## config.mk

```make
export PLATFORM = sky130hd
export DESIGN_NAME = uart_tx_ctrl
export DESIGN_NICKNAME = d
export VERILOG_FILES = /design/src/rtl/uart_tx_ctrl.sv
export SDC_FILE = /design/constraint.sdc
export NUM_CORES = 1
export LEC_CHECK = 0
export BUFFER_PORTS_ARGS = -buffer_cell sky130_fd_sc_hd__buf_4
export CAP_MARGIN = 20
export CORE_AREA = 3 3 40 42
export DETAILED_ROUTE_END_ITERATION = 8
export DIE_AREA = 0 0 43 45
export SETUP_SLACK_MARGIN = 0.2
export SYNTH_ARGS = -nofsm -noshare
export SYNTH_HDL_FRONTEND = slang
export SYNTH_SLANG_ARGS = --single-unit
```

## constraint.sdc

```tcl
create_clock -name CLK -period 3.82 [get_ports CLK]
set_clock_uncertainty 0.15 [all_clocks]
set_input_delay 0.764 -clock CLK [delete_from_list [all_inputs] [get_ports CLK]]
set_output_delay 0.764 -clock CLK [all_outputs]
set_load 0.05 [all_outputs]
```

## src/rtl/uart_tx_ctrl.sv

```systemverilog
// UART transmit frame sequencer: start, 8 data bits, optional parity, 1 or 2 stop bits.
// Latency: accept edge to start bit on TX_OUT is 2 edges; TX_OUT lags the state by one cycle.
// Backpressure: Data_Valid is ignored while busy; the host must hold or re-issue it.
module uart_tx_ctrl #(
    parameter int STOP_BITS = 1
) (
    input  logic       CLK,
    input  logic       RST,
    input  logic [7:0] P_DATA,
    input  logic       Data_Valid,
    input  logic       PAR_EN,
    input  logic       PAR_TYP,
    input  logic       ser_data,
    input  logic       ser_done,
    output logic       ser_en,
    output logic       busy,
    output logic       TX_OUT
);

    typedef enum logic [2:0] {
        IDLE   = 3'd0,
        START  = 3'd1,
        DATA   = 3'd2,
        PARITY = 3'd3,
        STOP1  = 3'd4,
        STOP2  = 3'd5
    } state_t;

    state_t state_q, state_d;
    logic   busy_q,   busy_d;
    logic   tx_q,     tx_d;
    // Parity bit already folded with the parity type captured at accept.
    logic   par_q,    par_d;
    logic   par_en_q, par_en_d;

    // Next-state and captured-config logic; config only changes on accept.
    always_comb begin
        state_d  = state_q;
        busy_d   = busy_q;
        par_d    = par_q;
        par_en_d = par_en_q;
        case (state_q)
            IDLE: begin
                if (Data_Valid) begin
                    state_d  = START;
                    busy_d   = 1'b1;
                    par_en_d = PAR_EN;
                    par_d    = (^P_DATA) ^ PAR_TYP;
                end
            end
            START: state_d = DATA;
            DATA: begin
                // The serializer flags its 8th bit; leave DATA only then.
                if (ser_done) begin
                    state_d = par_en_q ? PARITY : STOP1;
                end
            end
            PARITY: state_d = STOP1;
            STOP1: begin
                if (STOP_BITS == 2) begin
                    state_d = STOP2;
                end else begin
                    state_d = IDLE;
                    busy_d  = 1'b0;
                end
            end
            STOP2: begin
                state_d = IDLE;
                busy_d  = 1'b0;
            end
            default: begin
                state_d = IDLE;
                busy_d  = 1'b0;
            end
        endcase
    end

    // Line bit selected from the current state, registered so TX_OUT never glitches.
    always_comb begin
        tx_d = 1'b1;
        case (state_q)
            IDLE:    tx_d = 1'b1;
            START:   tx_d = 1'b0;
            DATA:    tx_d = ser_data;
            PARITY:  tx_d = par_q;
            STOP1:   tx_d = 1'b1;
            STOP2:   tx_d = 1'b1;
            default: tx_d = 1'b1;
        endcase
    end

    // State and output registers; reset drives the line idle-high at once.
    always_ff @(posedge CLK or negedge RST) begin
        if (!RST) begin
            state_q  <= IDLE;
            busy_q   <= 1'b0;
            tx_q     <= 1'b1;
            par_q    <= 1'b0;
            par_en_q <= 1'b0;
        end else begin
            state_q  <= state_d;
            busy_q   <= busy_d;
            tx_q     <= tx_d;
            par_q    <= par_d;
            par_en_q <= par_en_d;
        end
    end

    assign ser_en = (state_q == DATA);
    assign busy   = busy_q;
    assign TX_OUT = tx_q;

endmodule

```

* Yosys cells after proc, flatten, opt, wreduce, memory -nomap -nowiden *
Cells that the tools add are included.

word-level totals
  register bits = 7
  bits in latches = 0
  memory bits (writable) = 0
  ROM bits = 0
  input port bits = 15
  output and inout bits = 3
  logic and storage cells = 25
  memories kept = 0

cells by class
  $add $sub $neg = 0
  multiply operators = 0
  div/mod/pow operators = 0
  magnitude comparators = 0
  equality and inequality tests = 5
  shifts and indexed selects = 0
  muxes and demuxes = 7
  bitwise logic cells = 2
  reductions and logical operators = 6

operators with widths
  kind                                                                   number
  3-bit one-hot mux with 4 select lines                                  1
  3-bit two-way mux                                                      3
  8-bit XOR reduction                                                    1
  3-bit by 2-bit equality test with 1-bit output, second input constant  2
  2-bit AND reduction                                                    3
  2-bit != test, second input constant                                   2
  3-bit by 1-bit equality test with 1-bit output, second input constant  1
  3-bit zero test                                                        1
  1-bit one-hot mux with 3 select lines                                  1
  3-bit OR reduction                                                     1
  1-bit one-hot mux with 2 select lines                                  1
  1-bit two-way mux                                                      1
  1-bit inverter                                                         1
  1-bit bitwise XOR                                                      1

* Longest topological paths before layout *
  word-level depth = 4
  gate-level depth with buffers = 4
  depth with buffers taken out = 4

* Worst setup path before layout *
OpenSTA, ideal clock, no wires.

  path kind = reg2out
  start point = register state_q[0]
  end point = output ser_en
  arrival = 1.671 ns
  required time = 2.906 ns
  setup slack = 1.235 ns
  cell stages (with the launch flop) = 3
  buffers on the path = 1
  path through = dfrtp_1 > clkbuf_1 > nor3b_1

on the way
  cells in the longest elaborated chain, start to end = 1

RTL lines
  what                                            RTL line  source
  start: declaration                              29        state_t state_q, state_d;
  start signal: assignment                        101       state_q <= state_d;
  3-bit by 2-bit equality test with 1-bit output  109       assign ser_en = (state_q == DATA);
  end: declaration                                15        output logic ser_en,

Every way passes these cells.

* Worst setup path in the final report *
  start point = register state_q[1]
  end point = output ser_en

Same word-level chain as after synthesis.

==> reports/results.ini <==
[outcome]
status = finished clean

[logic_synthesis]
synth-edff-count = 0
synth_top_area_share_pct = 38.2
synth_xor_area_share_pct = 21.3
synth_cells = 36
synth-compound-area-share_pct = 5.73
syn-cell-area_um2 = 393
synthMuxAreaShare_pct = 6.69
syn_avg_cell_area_um2 = 10.9
yosysTopAreaCell = dfrtp_1
yosysMostFrequentCell = dfrtp_1
synthSimpleGateAreaFrac_pct = 19.4
ys_top_cells_by_count = dfrtp_1 (6), nand2b_1 (4), xnor2_1 (4), a21oi_1 (3), nor2_1 (3)
synth-main-ff-cell = dfrtp_1
ys_ff_latch = 7
synth.lib_cells_used.distinct = 19
yosysSeqAreaShare_pct = 44.9
synthesis.nets = 51
ys_warn_count = 0
async_flop_share_pct = 100
synth_top_family_by_area = XOR/XNOR gates
synth_fa_ha_area_share_pct = 0
synthTopCellsByArea = dfrtp_1 (38%), xnor2_1 (8.9%), dfstp_2 (6.7%), nand2b_1 (6.4%), xnor3_2 (6.1%)

[sta]
max_freq_ghz = 0.487
finalCritPeriodShare_pct = 53.7
final.setup.tns_ns = 0
final_max_slew_viol_count = 0
hold_violations = 0
period_needed_ns = 2.05
slew_headroom_pct = 75.7
rsz0062_at_grt = no
worstMarginPinSlew_ns = 0.362
setup_violations = 0

[worst_setup_path]
critPathCaptureType = output port
cp.arrival_ns = 1.14
cp.required_ns = 2.91
worstPathMaxFanout = 8
rrSetupSlack_ns = 2.20
path_class = reg -> out
rr_endpoint = par_en_q$_DFFE_PN0P_
rr_worst_depth = 3
rr_startpoint = state_q[1]$_DFFE_PN0P_
crit_start = state_q[1]$_DFFE_PN0P_
start_kind = register

[floorplan]
ios = 18
die_y_um = 45
die_area_mm2 = 0.00194
placementRows = 13
die_w_um = 43
fp.coreArea_mm2 = 0.00128
initial_core_util_pct = 30.6

[cts]
ctsHoldBuffers = 0
cts_resized = 0
cts_setup_buffers = 0
cts_buffers = 3
cts.sink_count = 7
cts_tree = built
root_buffer = clkbuf_4
cts_max_level = 1
cts.clk_slew.worst_paths_ns = 0.05
cts_buffer_depth = 2
insertion_delay_ns = 0.25

[power]
power_density_mw_per_mm2 = 703
peakVddDrop_mv = 0.306
power_leakage_nw = 0.262

[cells_and_area]
drive_gt1_share_pct = 46.4
fin_util_pct = 43.7
fin_nets = 72
fin_area_um2 = 562
antenna_cells = 0
final_cells = 71
syn_to_final_growth_pct = 43.0

[global_routing]
grt_overflow = 0
grt_pass1_wl_um = 1240
grt_usage_pct = 8.99
grt_pass1_vias = 292
grt_antenna_before_repair = 0
grt_max_degree = 9

[place]
io_buffers = 17
placedInstanceArea_um2 = 536
dp_cells = 67
gp_congestion = 0.717
place_hpwl_um = 593

[routing]
detail_route.wl_per_cell_um = 10.2
finalWirelength_um = 721
num_vias = 312
drc = 0
firstDrtPassIters = 2
ant_nets = 0
viasPerCell = 4.39
first_iter_violations = 2

[hold_path]
holdCritPathClass = in -> async

[run]
max_cap_viol_count = 0

==> report_power, final <==
group | total [W] | internal (W) | switching (W)
sequential | 0.000147 | 0.000112 | 0.0000353
clock | 0.0000661 | 0.0000398 | 0.0000263
combinational | 0.000182 | 0.0000884 | 0.0000936
total | 0.000395 | 0.000240 | 0.000155
==> state kept, by name, indices dropped and copies added (netlist names) <==
signal and cells:
busy 1, par_en_q 1, TX_OUT 1, state_q 3
par_q 1
==> worst max path at each step <==
stage | cells after the start | to
4_1_cts | 2 | ser_en
6_report | 2 | ser_en
2_1_floorplan | 2 | ser_en
3_3_place_gp | 5 | par_q$_DFFE_PN0P_
3_5_place_dp | 5 | par_q$_DFFE_PN0P_
5_1_grt | 2 | ser_en
==> per-layer routing <==
layer	track usage, %	share of wire (%)	up-vias
li1	-	-	163
met1	10.4	45	139
met2	13.5	45	10
met3	6.77	10	0
met4	1.81	0	0
met5	0	0	-
==> stage by stage <==
| stage | worst slack (ns) | hold slack (ns) | total power (W) |
|---|---|---|---|
| final | 1.77 | 0.168 | 0.000395 |
| after global routing | 1.69 | 0.159 | 0.000426 |
| after CTS | 1.76 | 0.163 | 0.000402 |
| after detailed placement | 1.71 | 0.342 | 0.000333 |
| after global placement | 1.72 | 0.332 | 0.000329 |
| after floorplan | 1.23 | 0.318 | 0.000282 |
==> kinds of logic (layout without fill, tap and decap cells) <==
logic type / after synthesis / count (layout)
and+or+nand+nor: 14 / 14
xor gates and xnor gates: 7 / 7
DFF: 7 / 7
AOI/OAI and AO/OA: 4 / 4
muxes: 2 / 2
buffers and inverters: 2 / 22
==> critical path, cell delays in order, from the launching register on <==
cell and delay (ns):
dfrtp_1 0.46, nor3b_1 0.21, buf_4 0.22
==> final cells by class <==
cell class	instances	area, µm²
clock buffers	4	26.3
fillers	138	723
inverters	1	3.75
multi-input cells	27	209
flip-flops and latches	7	176
well taps	15	18.8
repair buffers	17	128
==> cells in the final DEF (no fill, tap or decap), drive strengths merged <==
cell type / count
xor2: 1
clkbuf: 4
a211oi: 1
nand2b: 4
xnor2: 5
mux2: 2
dfstp: 1
inv: 1
nand3: 2
dfrtp: 6
nand2: 1
a21oi: 3
nor3: 1
or2: 1
nor3b: 2
buf: 17
xnor3: 1
nor2: 3
Note: power is estimated with default switching activity, not from simulation.
